### src/rtl/ll_frame_pkg.sv
// ll_frame_pkg: shared types and helpers for the LocalLink frame engine.
//   tx_state_t / rx_state_t : FSM encodings (IDLE, HDR, PAY)
//   HDR_FILL_DEFAULT        : default value of header beats 1..HDR_LEN-1
//   clog2()                 : ceiling log2, usable in parameter expressions
package ll_frame_pkg;

  typedef enum logic [1:0] {
    TX_IDLE = 2'd0,
    TX_HDR  = 2'd1,
    TX_PAY  = 2'd2
  } tx_state_t;

  typedef enum logic [1:0] {
    RX_IDLE = 2'd0,
    RX_HDR  = 2'd1,
    RX_PAY  = 2'd2
  } rx_state_t;

  localparam logic [7:0] HDR_FILL_DEFAULT = 8'hA5;

  function automatic int clog2(input int value);
    int r;
    r = 0;
    while ((1 << r) < value) r = r + 1;
    return r;
  endfunction

endpackage

### src/rtl/ll_frame_engine_if.sv
// ll_frame_engine_if: bundles every non-clock/reset signal of the frame engine.
//   LocalLink RX : rx_data, rx_sof, rx_eof, rx_src_rdy           (into engine)
//   LocalLink TX : tx_data, tx_sof, tx_eof, tx_src_rdy (out), tx_dest_rdy (in)
//   App TX side  : start_tx, length_tx, data_tx, data_tx_valid (in),
//                  data_tx_ready, busy (out)
//   App RX side  : rx_payload, rx_payload_valid, rx_len,
//                  rx_frame_done, rx_frame_err (out)
// Modports: slave = engine view, master = client/application view.
interface ll_frame_engine_if #(
  parameter int DATA_W = 8,
  parameter int LEN_W  = 8
);
  logic [DATA_W-1:0] rx_data;
  logic              rx_sof;
  logic              rx_eof;
  logic              rx_src_rdy;
  logic [DATA_W-1:0] tx_data;
  logic              tx_sof;
  logic              tx_eof;
  logic              tx_src_rdy;
  logic              tx_dest_rdy;
  logic              start_tx;
  logic [LEN_W-1:0]  length_tx;
  logic [DATA_W-1:0] data_tx;
  logic              data_tx_valid;
  logic              data_tx_ready;
  logic              busy;
  logic [DATA_W-1:0] rx_payload;
  logic              rx_payload_valid;
  logic [LEN_W-1:0]  rx_len;
  logic              rx_frame_done;
  logic              rx_frame_err;

  modport slave (
    input  rx_data, rx_sof, rx_eof, rx_src_rdy, tx_dest_rdy,
           start_tx, length_tx, data_tx, data_tx_valid,
    output tx_data, tx_sof, tx_eof, tx_src_rdy, data_tx_ready, busy,
           rx_payload, rx_payload_valid, rx_len, rx_frame_done, rx_frame_err
  );

  modport master (
    output rx_data, rx_sof, rx_eof, rx_src_rdy, tx_dest_rdy,
           start_tx, length_tx, data_tx, data_tx_valid,
    input  tx_data, tx_sof, tx_eof, tx_src_rdy, data_tx_ready, busy,
           rx_payload, rx_payload_valid, rx_len, rx_frame_done, rx_frame_err
  );
endinterface

### src/rtl/ll_sync_fifo.sv
// ll_sync_fifo: first-word-fall-through FIFO for the TX payload.
//   clk, reset          : clock, asynchronous active-high reset
//   push, push_data     : write strobe and data (dropped when full)
//   pop                 : consume head (ignored when empty)
//   head                : current head word, valid whenever !empty
//   full, empty         : status derived from the registered occupancy
module ll_sync_fifo
  import ll_frame_pkg::*;
#(
  parameter int DATA_W = 8,
  parameter int DEPTH  = 16
) (
  input  logic              clk,
  input  logic              reset,
  input  logic              push,
  input  logic [DATA_W-1:0] push_data,
  input  logic              pop,
  output logic [DATA_W-1:0] head,
  output logic              full,
  output logic              empty
);
  localparam int AW = clog2(DEPTH);

  logic [DATA_W-1:0] mem [DEPTH];
  // One extra pointer bit distinguishes full from empty; pointers wrap freely.
  logic [AW:0] wr_ptr_reg;
  logic [AW:0] rd_ptr_reg;
  logic [AW:0] count;
  logic        do_push;
  logic        do_pop;

  assign count   = wr_ptr_reg - rd_ptr_reg;
  assign full    = count[AW];          // only set when count == DEPTH
  assign empty   = (count == '0);
  assign do_push = push && !full;
  assign do_pop  = pop && !empty;
  assign head    = mem[rd_ptr_reg[AW-1:0]];

  always_ff @(posedge clk) begin
    if (do_push) mem[wr_ptr_reg[AW-1:0]] <= push_data;
  end

  always_ff @(posedge clk or posedge reset) begin
    if (reset) begin
      wr_ptr_reg <= '0;
      rd_ptr_reg <= '0;
    end else begin
      if (do_push) wr_ptr_reg <= wr_ptr_reg + 1'b1;
      if (do_pop)  rd_ptr_reg <= rd_ptr_reg + 1'b1;
    end
  end
endmodule

### src/rtl/ll_frame_engine.sv
// ll_frame_engine: LocalLink framer/deframer.
//   clk, reset : clock, asynchronous active-high reset
//   bus        : ll_frame_engine_if.slave (LocalLink RX/TX plus application side)
// TX: start_tx latches a length, emits HDR_LEN header beats (length, then fill)
//     and drains that many payload beats from the FIFO, with full back-pressure.
// RX: strips the header, streams payload, checks the beat count against the
//     header length and pulses done/err one cycle after the closing beat.
module ll_frame_engine
  import ll_frame_pkg::*;
#(
  parameter int         DATA_W     = 8,
  parameter int         LEN_W      = 8,
  parameter int         HDR_LEN    = 2,
  parameter logic [7:0] HDR_FILL   = HDR_FILL_DEFAULT,
  parameter int         FIFO_DEPTH = 16
) (
  input  logic clk,
  input  logic reset,
  ll_frame_engine_if.slave bus
);
  localparam int HC_W = clog2(HDR_LEN + 1);

  // ---------------- TX ----------------
  tx_state_t         tx_state_reg;
  logic [LEN_W-1:0]  tx_len_reg;
  logic [LEN_W-1:0]  tx_pay_cnt_reg;
  logic [HC_W-1:0]   tx_hdr_cnt_reg;
  logic              fifo_empty;
  logic              fifo_full;
  logic [DATA_W-1:0] fifo_head;
  logic              fifo_pop;
  logic              tx_src_rdy_c;
  logic              tx_sof_c;
  logic              tx_eof_c;
  logic [DATA_W-1:0] tx_data_c;

  ll_sync_fifo #(.DATA_W(DATA_W), .DEPTH(FIFO_DEPTH)) u_fifo (
    .clk       (clk),
    .reset     (reset),
    .push      (bus.data_tx_valid),
    .push_data (bus.data_tx),
    .pop       (fifo_pop),
    .head      (fifo_head),
    .full      (fifo_full),
    .empty     (fifo_empty)
  );

  // Beat outputs decode from registered state and the FIFO head, so a word
  // pushed at edge N can leave at the next cycle and stalled beats hold.
  always_comb begin
    tx_src_rdy_c = 1'b0;
    tx_sof_c     = 1'b0;
    tx_eof_c     = 1'b0;
    tx_data_c    = '0;
    case (tx_state_reg)
      TX_HDR: begin
        tx_src_rdy_c = 1'b1;
        tx_sof_c     = (tx_hdr_cnt_reg == '0);
        tx_data_c    = (tx_hdr_cnt_reg == '0) ? DATA_W'(tx_len_reg) : DATA_W'(HDR_FILL);
      end
      TX_PAY: begin
        tx_src_rdy_c = !fifo_empty;
        tx_data_c    = fifo_head;
        tx_eof_c     = !fifo_empty && (tx_pay_cnt_reg == tx_len_reg - 1'b1);
      end
      default: ;
    endcase
  end

  assign fifo_pop          = (tx_state_reg == TX_PAY) && !fifo_empty && bus.tx_dest_rdy;
  assign bus.tx_src_rdy    = tx_src_rdy_c;
  assign bus.tx_sof        = tx_sof_c;
  assign bus.tx_eof        = tx_eof_c;
  assign bus.tx_data       = tx_data_c;
  assign bus.busy          = (tx_state_reg != TX_IDLE);
  assign bus.data_tx_ready = !fifo_full;

  always_ff @(posedge clk or posedge reset) begin
    if (reset) begin
      tx_state_reg   <= TX_IDLE;
      tx_len_reg     <= '0;
      tx_pay_cnt_reg <= '0;
      tx_hdr_cnt_reg <= '0;
    end else begin
      case (tx_state_reg)
        TX_IDLE: begin
          if (bus.start_tx && bus.length_tx != '0) begin
            tx_len_reg     <= bus.length_tx;
            tx_pay_cnt_reg <= '0;
            tx_hdr_cnt_reg <= '0;
            tx_state_reg   <= TX_HDR;
          end
        end
        TX_HDR: begin
          if (bus.tx_dest_rdy) begin
            if (tx_hdr_cnt_reg == HC_W'(HDR_LEN - 1)) tx_state_reg <= TX_PAY;
            else tx_hdr_cnt_reg <= tx_hdr_cnt_reg + 1'b1;
          end
        end
        TX_PAY: begin
          if (fifo_pop) begin
            if (tx_pay_cnt_reg == tx_len_reg - 1'b1) tx_state_reg <= TX_IDLE;
            else tx_pay_cnt_reg <= tx_pay_cnt_reg + 1'b1;
          end
        end
        default: tx_state_reg <= TX_IDLE;
      endcase
    end
  end

  // ---------------- RX ----------------
  rx_state_t         rx_state_reg;
  logic [LEN_W-1:0]  rx_exp_reg;
  logic [LEN_W:0]    rx_cnt_reg;
  logic [LEN_W:0]    rx_cnt_next;
  logic [HC_W-1:0]   rx_hdr_cnt_reg;
  logic [DATA_W-1:0] rx_payload_reg;
  logic              rx_payload_valid_reg;
  logic [LEN_W-1:0]  rx_len_reg;
  logic              rx_done_reg;
  logic              rx_err_reg;
  logic [LEN_W-1:0]  sof_len;

  assign sof_len     = bus.rx_data[LEN_W-1:0];
  // Saturating so an overlong frame can never wrap back into a match.
  assign rx_cnt_next = (&rx_cnt_reg) ? rx_cnt_reg : rx_cnt_reg + 1'b1;

  assign bus.rx_payload       = rx_payload_reg;
  assign bus.rx_payload_valid = rx_payload_valid_reg;
  assign bus.rx_len           = rx_len_reg;
  assign bus.rx_frame_done    = rx_done_reg;
  assign bus.rx_frame_err     = rx_err_reg;

  always_ff @(posedge clk or posedge reset) begin
    if (reset) begin
      rx_state_reg         <= RX_IDLE;
      rx_exp_reg           <= '0;
      rx_cnt_reg           <= '0;
      rx_hdr_cnt_reg       <= '0;
      rx_payload_reg       <= '0;
      rx_payload_valid_reg <= 1'b0;
      rx_len_reg           <= '0;
      rx_done_reg          <= 1'b0;
      rx_err_reg           <= 1'b0;
    end else begin
      rx_payload_valid_reg <= 1'b0;
      rx_done_reg          <= 1'b0;
      rx_err_reg           <= 1'b0;
      if (bus.rx_src_rdy) begin
        if (bus.rx_sof) begin
          // A sof outside IDLE aborts the frame in flight; the beat always
          // starts a new frame.
          if (rx_state_reg != RX_IDLE) rx_err_reg <= 1'b1;
          rx_exp_reg     <= sof_len;
          rx_cnt_reg     <= '0;
          rx_hdr_cnt_reg <= HC_W'(1);
          if (bus.rx_eof) begin
            if (HDR_LEN == 1 && sof_len == '0) begin
              rx_done_reg <= 1'b1;
              rx_len_reg  <= sof_len;
            end else begin
              rx_err_reg <= 1'b1;
            end
            rx_state_reg <= RX_IDLE;
          end else begin
            rx_state_reg <= (HDR_LEN == 1) ? RX_PAY : RX_HDR;
          end
        end else begin
          case (rx_state_reg)
            RX_HDR: begin
              if (bus.rx_eof) begin
                rx_err_reg   <= 1'b1;
                rx_state_reg <= RX_IDLE;
              end else if (rx_hdr_cnt_reg == HC_W'(HDR_LEN - 1)) begin
                rx_state_reg <= RX_PAY;
              end else begin
                rx_hdr_cnt_reg <= rx_hdr_cnt_reg + 1'b1;
              end
            end
            RX_PAY: begin
              rx_payload_reg       <= bus.rx_data;
              rx_payload_valid_reg <= 1'b1;
              rx_cnt_reg           <= rx_cnt_next;
              if (bus.rx_eof) begin
                if (rx_cnt_next == {1'b0, rx_exp_reg}) begin
                  rx_done_reg <= 1'b1;
                  rx_len_reg  <= rx_exp_reg;
                end else begin
                  rx_err_reg <= 1'b1;
                end
                rx_state_reg <= RX_IDLE;
              end
            end
            default: ;  // IDLE: beats without sof are discarded
          endcase
        end
      end
    end
  end
endmodule

### src/flat_wrapper.sv
// flat-port wrapper written by rule: the top's interface ports become plain ports
module ll_frame_engine_flat import ll_frame_pkg::*;
#(
  parameter int         DATA_W     = 8,
  parameter int         LEN_W      = 8,
  parameter int         HDR_LEN    = 2,
  parameter logic [7:0] HDR_FILL   = HDR_FILL_DEFAULT,
  parameter int         FIFO_DEPTH = 16
)
  (clk, reset, bus_rx_data, bus_rx_sof, bus_rx_eof, bus_rx_src_rdy, bus_tx_dest_rdy, bus_start_tx, bus_length_tx, bus_data_tx, bus_data_tx_valid, bus_tx_data, bus_tx_sof, bus_tx_eof, bus_tx_src_rdy, bus_data_tx_ready, bus_busy, bus_rx_payload, bus_rx_payload_valid, bus_rx_len, bus_rx_frame_done, bus_rx_frame_err);
  ll_frame_engine_if #(.DATA_W(DATA_W), .LEN_W(LEN_W)) bus_i ();
  input  logic clk;
  input  logic reset;
  input wire logic [$bits(bus_i.rx_data)-1:0] bus_rx_data;
  input wire logic [$bits(bus_i.rx_sof)-1:0] bus_rx_sof;
  input wire logic [$bits(bus_i.rx_eof)-1:0] bus_rx_eof;
  input wire logic [$bits(bus_i.rx_src_rdy)-1:0] bus_rx_src_rdy;
  input wire logic [$bits(bus_i.tx_dest_rdy)-1:0] bus_tx_dest_rdy;
  input wire logic [$bits(bus_i.start_tx)-1:0] bus_start_tx;
  input wire logic [$bits(bus_i.length_tx)-1:0] bus_length_tx;
  input wire logic [$bits(bus_i.data_tx)-1:0] bus_data_tx;
  input wire logic [$bits(bus_i.data_tx_valid)-1:0] bus_data_tx_valid;
  output wire logic [$bits(bus_i.tx_data)-1:0] bus_tx_data;
  output wire logic [$bits(bus_i.tx_sof)-1:0] bus_tx_sof;
  output wire logic [$bits(bus_i.tx_eof)-1:0] bus_tx_eof;
  output wire logic [$bits(bus_i.tx_src_rdy)-1:0] bus_tx_src_rdy;
  output wire logic [$bits(bus_i.data_tx_ready)-1:0] bus_data_tx_ready;
  output wire logic [$bits(bus_i.busy)-1:0] bus_busy;
  output wire logic [$bits(bus_i.rx_payload)-1:0] bus_rx_payload;
  output wire logic [$bits(bus_i.rx_payload_valid)-1:0] bus_rx_payload_valid;
  output wire logic [$bits(bus_i.rx_len)-1:0] bus_rx_len;
  output wire logic [$bits(bus_i.rx_frame_done)-1:0] bus_rx_frame_done;
  output wire logic [$bits(bus_i.rx_frame_err)-1:0] bus_rx_frame_err;
  assign bus_i.rx_data = bus_rx_data;
  assign bus_i.rx_sof = bus_rx_sof;
  assign bus_i.rx_eof = bus_rx_eof;
  assign bus_i.rx_src_rdy = bus_rx_src_rdy;
  assign bus_i.tx_dest_rdy = bus_tx_dest_rdy;
  assign bus_i.start_tx = bus_start_tx;
  assign bus_i.length_tx = bus_length_tx;
  assign bus_i.data_tx = bus_data_tx;
  assign bus_i.data_tx_valid = bus_data_tx_valid;
  assign bus_tx_data = bus_i.tx_data;
  assign bus_tx_sof = bus_i.tx_sof;
  assign bus_tx_eof = bus_i.tx_eof;
  assign bus_tx_src_rdy = bus_i.tx_src_rdy;
  assign bus_data_tx_ready = bus_i.data_tx_ready;
  assign bus_busy = bus_i.busy;
  assign bus_rx_payload = bus_i.rx_payload;
  assign bus_rx_payload_valid = bus_i.rx_payload_valid;
  assign bus_rx_len = bus_i.rx_len;
  assign bus_rx_frame_done = bus_i.rx_frame_done;
  assign bus_rx_frame_err = bus_i.rx_frame_err;
  ll_frame_engine #(.DATA_W(DATA_W), .LEN_W(LEN_W), .HDR_LEN(HDR_LEN), .HDR_FILL(HDR_FILL), .FIFO_DEPTH(FIFO_DEPTH)) u_core (.clk(clk), .reset(reset), .bus(bus_i));
endmodule
### config.mk
export PLATFORM = sky130hd
export DESIGN_NAME = ll_frame_engine_flat
export DESIGN_NICKNAME = d
export VERILOG_FILES = /design/src/rtl/ll_frame_pkg.sv /design/src/rtl/ll_frame_engine_if.sv /design/src/rtl/ll_sync_fifo.sv /design/src/rtl/ll_frame_engine.sv /design/src/flat_wrapper.sv
export SDC_FILE = /design/constraint.sdc
export NUM_CORES = 1
export LEC_CHECK = 0
export ABC_AREA = 1
export BUFFER_PORTS_ARGS = -buffer_cell sky130_fd_sc_hd__buf_2
export CAP_MARGIN = 20
export CORE_MARGIN = 1
export CORE_UTILIZATION = 39
export DETAILED_ROUTE_END_ITERATION = 12
export MAX_ROUTING_LAYER = met4
export SKIP_LAST_GASP = 1
export SYNTH_ARGS = -nofsm -noshare
export SYNTH_HDL_FRONTEND = slang
export SYNTH_SLANG_ARGS = --single-unit
### constraint.sdc
create_clock -name clk -period 5.6 [get_ports clk]
set_input_delay 0.28 -clock clk [delete_from_list [all_inputs] [get_ports clk]]
set_output_delay 0.28 -clock clk [all_outputs]
set_load 0.01 [all_outputs]
== After elaboration in Yosys (flattened, before gate mapping) ==
Memories as Yosys holds them, arrays and structs flattened.
Index checks and enable logic that the tools add are counted.
W data, S select, Z words.
Operators by class
  add/subtract/negate cells: 8
  eq/ne operators: 19
  mux-type cells: 50
  bitwise gates (word level): 1
  reduce and logical (&&, ||, !) cells: 30
Operators with widths (number)
  $mux W2: 16
  $mux W8: 4
  $pmux W8 S2: 2
  $mux W9: 3
  $mux W1: 20
  $reduce_and A4 Y1: 4
  $ne A2 B2 Y1 const B: 7
  $reduce_bool A2 Y1: 6
  $add A5 B1 Y5 const B: 2
  $reduce_and A5 Y1: 2
  $add A9 B1 Y9 const B: 1
  $eq A9 B8 Y1: 1
  $reduce_and A9 Y1: 1
  $add A8 B1 Y8 const B: 1
  $eq A2 B1 Y1 const B: 4
  $eq A8 B8 Y1: 1
  $pmux W2 S2: 2
  $reduce_bool A8 Y1: 1
  $sub A8 B1 Y8 const B: 1
  $logic_and A1 B1 Y1: 6
  $pmux W2 S3: 1
  $reduce_and A2 Y1: 3
  $logic_not A5 Y1: 1
  $sub A5 B5 Y5: 1
  other kinds (11): 17
Storage, ports and cells
  register bits after elaboration: 70
  RAM bits: 128
  input bits: 32
  output and inout bits: 32
  logic and storage cells: 124
  memories kept: 1
Memory list
  u_core.u_fifo.mem: words 16, width 8, rd ports 1, clocked after memory_dff 0, wr ports 1, RTL line ll_sync_fifo.sv:24  | logic [DATA_W-1:0] mem [DEPTH];

== Longest topological paths before layout ==
  word-level depth: 8
  mapped depth: 17
  gate-level depth less buffers: 16

== Modules after synthesis ==
From an unflattened synthesis, not the netlist that was laid out.
Unflattened totals
  cell total of the unflattened synthesis: 945
  area, all modules: 9405.3 um^2
Modules (own cells, without submodules)
  ll_sync_fifo: instances 1, cells an instance 497, area each 5945.7 um^2, sequential area each 4093.9 um^2
  ll_frame_engine: instances 1, cells an instance 448, area each 3459.6 um^2, sequential area each 1501.4 um^2

== Worst setup path before layout ==
Ideal clock, no wire load.
  path kind: register to register
  start point: register u_core.u_fifo.rd_ptr_reg[1]
  end point: memory u_core.u_fifo.mem[15][0], enable pin
  library setup time: 0.375 ns
  arrival time: 2.353 ns
  setup slack: 2.872 ns
  cell stages (with the launch flop): 15
  path buffers: 1
  path through: dfrtp_1 > inv_1 > clkbuf_1 > ha_1 > inv_1 > o21bai_1 > nand2_1 > nand2_1 > nand2_1 > nand3_1 > nand2_1 > nand2_1 > inv_1 > nand2_1 > nor2_1
Between the ends
  longest elaborated chain between the ends: 5
Ends and longest elaborated chain
  start: declaration: RTL line ll_sync_fifo.sv:27  | logic [AW:0] rd_ptr_reg;
  start signal: assignment: RTL line ll_sync_fifo.sv:49  | if (do_pop) rd_ptr_reg <= rd_ptr_reg + 1'b1;
  $sub A5 B5 Y5: RTL line ll_sync_fifo.sv:32  | assign count = wr_ptr_reg - rd_ptr_reg;
  $logic_not A1 Y1
  net bus_data_tx_ready: RTL line flat_wrapper.sv:27  | output wire logic [$bits(bus_i.data_tx_ready)-1:0] bus_data_tx_ready;
  $logic_and A1 B1 Y1: RTL line ll_sync_fifo.sv:35  | assign do_push = push && !full;
  $mux W1: RTL line ll_sync_fifo.sv:40  | if (do_push) mem[wr_ptr_reg[AW-1:0]] <= push_data;
  $mux W1 (not written as such): RTL line ll_sync_fifo.sv:40
  end: declaration: RTL line ll_sync_fifo.sv:24
The timed path passes the listed nets, and every way through them passes these cells.

== Worst setup path in the final report ==
  start point: register u_core.u_fifo.rd_ptr_reg[1]
  end point: memory u_core.u_fifo.mem[13][3], enable pin
Between the ends
  longest elaborated chain between the ends: 5
Ends and longest elaborated chain (RTL line)
  $sub A5 B5 Y5: ll_sync_fifo.sv:32
  $logic_not A1 Y1: ll_sync_fifo.sv:35
  $logic_and A1 B1 Y1: ll_sync_fifo.sv:35
  $mux W1: ll_sync_fifo.sv:40
  $mux W1 (not written as such): ll_sync_fifo.sv:40
No other way between the ends.

==> flow_summary.toml <==
[outcome]
outcome = "completed"

[die]
start_util = 0.401
die_area_mm2 = 0.0240
die_x_um = 155
row_count = 55
io_pins = 64
coreArea_mm2 = 0.0228
die_y_um = 155

[routing]
vias = 6544
detail_route.wl_per_cell_um = 17.0
drt_iter0_drc = 582
drc = 0
dr.pass1.iters = 4
vias_per_cell = 5.13
antenna_left = 0
drt_wl_total_um = 21700

[yosys]
synthFlopType = "edfxtp_1"
avgSynthCellArea_um2 = 10.2
syn_nets = 950
synthDistinctLibCells = 40
synth.largest_area_cell = "edfxtp_1"
ys_warn_count = 0
syn_inst = 897
ys_seq_elements = 198
yosysSeqAreaShare = 0.612
yosysTopAreaCellShare = 0.421
synth_area_leaders = "edfxtp_1 (42%), dfrtp_1 (19%), nand2_1 (7.1%)"
ys_async_sr_fraction = 0.354
synth_edf_count = 128
synth_area_mm2 = 0.00914

[finish]
stdcell_count = 1276
regArea_mm2 = 0.00560
antennaDiodeCount = 0
multi_input_area_mm2 = 0.00312
syn_to_final_growth_pct = 12.6
fin_nets = 1003
fillers = 2153
drive_above_1_share = 0.129
largest_reg_flops = 128

[clock_tree]
clkLatencyLatePin_ns = 0.43
cts_max_path_buffers = 2
postCtsHoldBufs = 0
cts_tree = "yes"
clk_pin_slew_ns = 0.07
cts_setup_buffers = 0
clock-sinks = 198
numCtsBuffers = 17
cts_resized = 0
htree_levels = 4
cts_root_buf = "clkbuf_16"

[sta]
final.setup.tns_ns = 0
fmax_mhz = 269
slew_headroom = 0.318
hold_viol = 0
tightest_slew_ns = 1.02
finalCriticalPeriod_ns = 3.72
final_max_slew_viol_count = 0
holdWs_ns = 0.0689
finalSetupViolations = 0
clock_skew_ns = 0.0119
fin_crit_sh = 0.664
rsz0062_at_grt = "false"

[worst_setup_path]
cp-start-kind = "flop"
crit_type = "flop to flop"
end_kind = "flop"
cp_max_fo = 35
arrival_ns = 3.78
cp_data_required_time_ns = 5.66

[power_and_ir_drop]
static-leakage-power_nw = 4.18
vdd_drop_max_mv = 0.243
powerDensity_mw_per_mm2 = 461

[global_route]
grt_pass1_vias = 6281
grt_usage = 0.194
antenna_found_initial = 0
grt_pass1_wl_um = 34300
overflow = 0
grt_start_max_net_pins = 71

[placed_design]
hpwlAfterDp_um = 14800
finalWeightedCongestion = 0.853
dp.cells = 1244
port_buffers = 63

[run]
max-cap-violations = 0

[min_path]
holdCritPathClass = "primary input to flop"
[report_power, final]
part	internal, mW	switching (mW)	total [mW]
Clock	0.641	0.538	1.18
Combinational	0.535	1.10	1.64
Sequential	1.76	0.165	1.92
[per-layer routing]
metal	track usage	up-vias	routed length, µm
li1	-	3188	-
met1	0.258	3143	10100
met2	0.305	190	10200
met3	0.0337	23	1090
met4	0.0599	0	315
met5	-	-	0
[kinds of logic after synthesis]
family                   synth area share
flip-flops                          0.612
adder cells (fa/ha/maj)            0.0288
AO/OA/AOI/OAI                       0.101
XOR/XNOR                           0.0288
AND/OR/NAND/NOR                     0.180
multiplexers                      0.00246
buffers and inverters              0.0466
[worst max-delay path, stage by stage, from the launching register on]
cell and delay (ns):
dfrtp_1 0.91, inv_1 0.09, buf_4 0.27, ha_1 0.33
inv_1 0.04, o21bai_1 0.15, nand2_1 0.09, nand2_1 0.10
nand2_1 0.08, nand2_1 0.06, nand2_1 0.04, nand2_1 0.09
nand2_1 0.11, inv_1 0.18, nand2_1 0.23, nor2_1 0.59
[final timing paths]
kind | end | startpoint | cells after the start | slack, ns
setup / recovery | u_core.u_fifo.mem[13][3] | u_core.u_fifo.rd_ptr_reg[1] | 15 | 1.88
min in group asynchronous | u_core.bus.rx_payload[5] | reset | 3 | 0.13
hold / removal | u_core.tx_len_reg[3] | bus_length_tx[3] | 3 | 0.07
hold reg to reg | u_core.bus.rx_len[2] | u_core.bus.rx_len[2] | 2 | 0.47
setup reg to reg | u_core.u_fifo.mem[13][3] | u_core.u_fifo.rd_ptr_reg[1] | 15 | 1.88
max in group asynchronous | u_core.u_fifo.rd_ptr_reg[0] | reset | 3 | 4.83
[stage by stage]
stage | util | instance area [µm²] | power, mW | setup WS [ns]
final | 0.452 | 10300 | 4.74 | 1.88
after global routing | 0.452 | 10300 | 5.05 | 1.49
after CTS | 0.452 | 10300 | 4.76 | 1.86
after detailed placement | 0.427 | 9730 | 3.59 | 1.87
after global placement | 0.427 | 9730 | 3.58 | 2.00
after floorplan | - | 9140 | 3.07 | 2.87
[cell usage in the layout (no fill, tap or decap), types with 12 or more instances in the layout]
| master | instances |
|---|---|
| buf_2 | 63 |
| xor2_1 | 20 |
| edfxtp_1 | 128 |
| dfrtp_1 | 69 |
| ha_1 | 21 |
| nand3_1 | 48 |
| nand2_1 | 172 |
| clkbuf_16 | 18 |
| nor2_1 | 102 |
| a21oi_1 | 19 |
| o21ai_0 | 104 |
| o221ai_1 | 12 |
| o22ai_1 | 23 |
| nand4_1 | 15 |
| inv_1 | 69 |
[cells in the mapped netlist (all sizes together), types with 2 or more instances]
| cell | instances |
|---|---|
| a21oi | 19 |
| buf | 5 |
| clkbuf | 28 |
| clkinv | 4 |
| dfrtp | 70 |
| edfxtp | 128 |
| ha | 21 |
| inv | 70 |
| mux2 | 2 |
| nand2 | 183 |
| nand3 | 53 |
| nand3b | 2 |
| nand4 | 15 |
| nor2 | 105 |
| nor3 | 8 |
| nor4 | 3 |
| o211ai | 4 |
| o21ai | 104 |
| o221ai | 12 |
| o22ai | 23 |
| or2 | 3 |
| xnor2 | 10 |
| xor2 | 20 |
[area by class of cell]
cell class,instances,share of cell area
flip-flops and latches,198,0.544
multi-input cells,592,0.303
clock buffers,25,0.0494
well taps,313,0.0381
repair buffers,67,0.0336
inverters,74,0.0270
clock inverters,7,0.00535
Power figures use the tool's default switching activity.
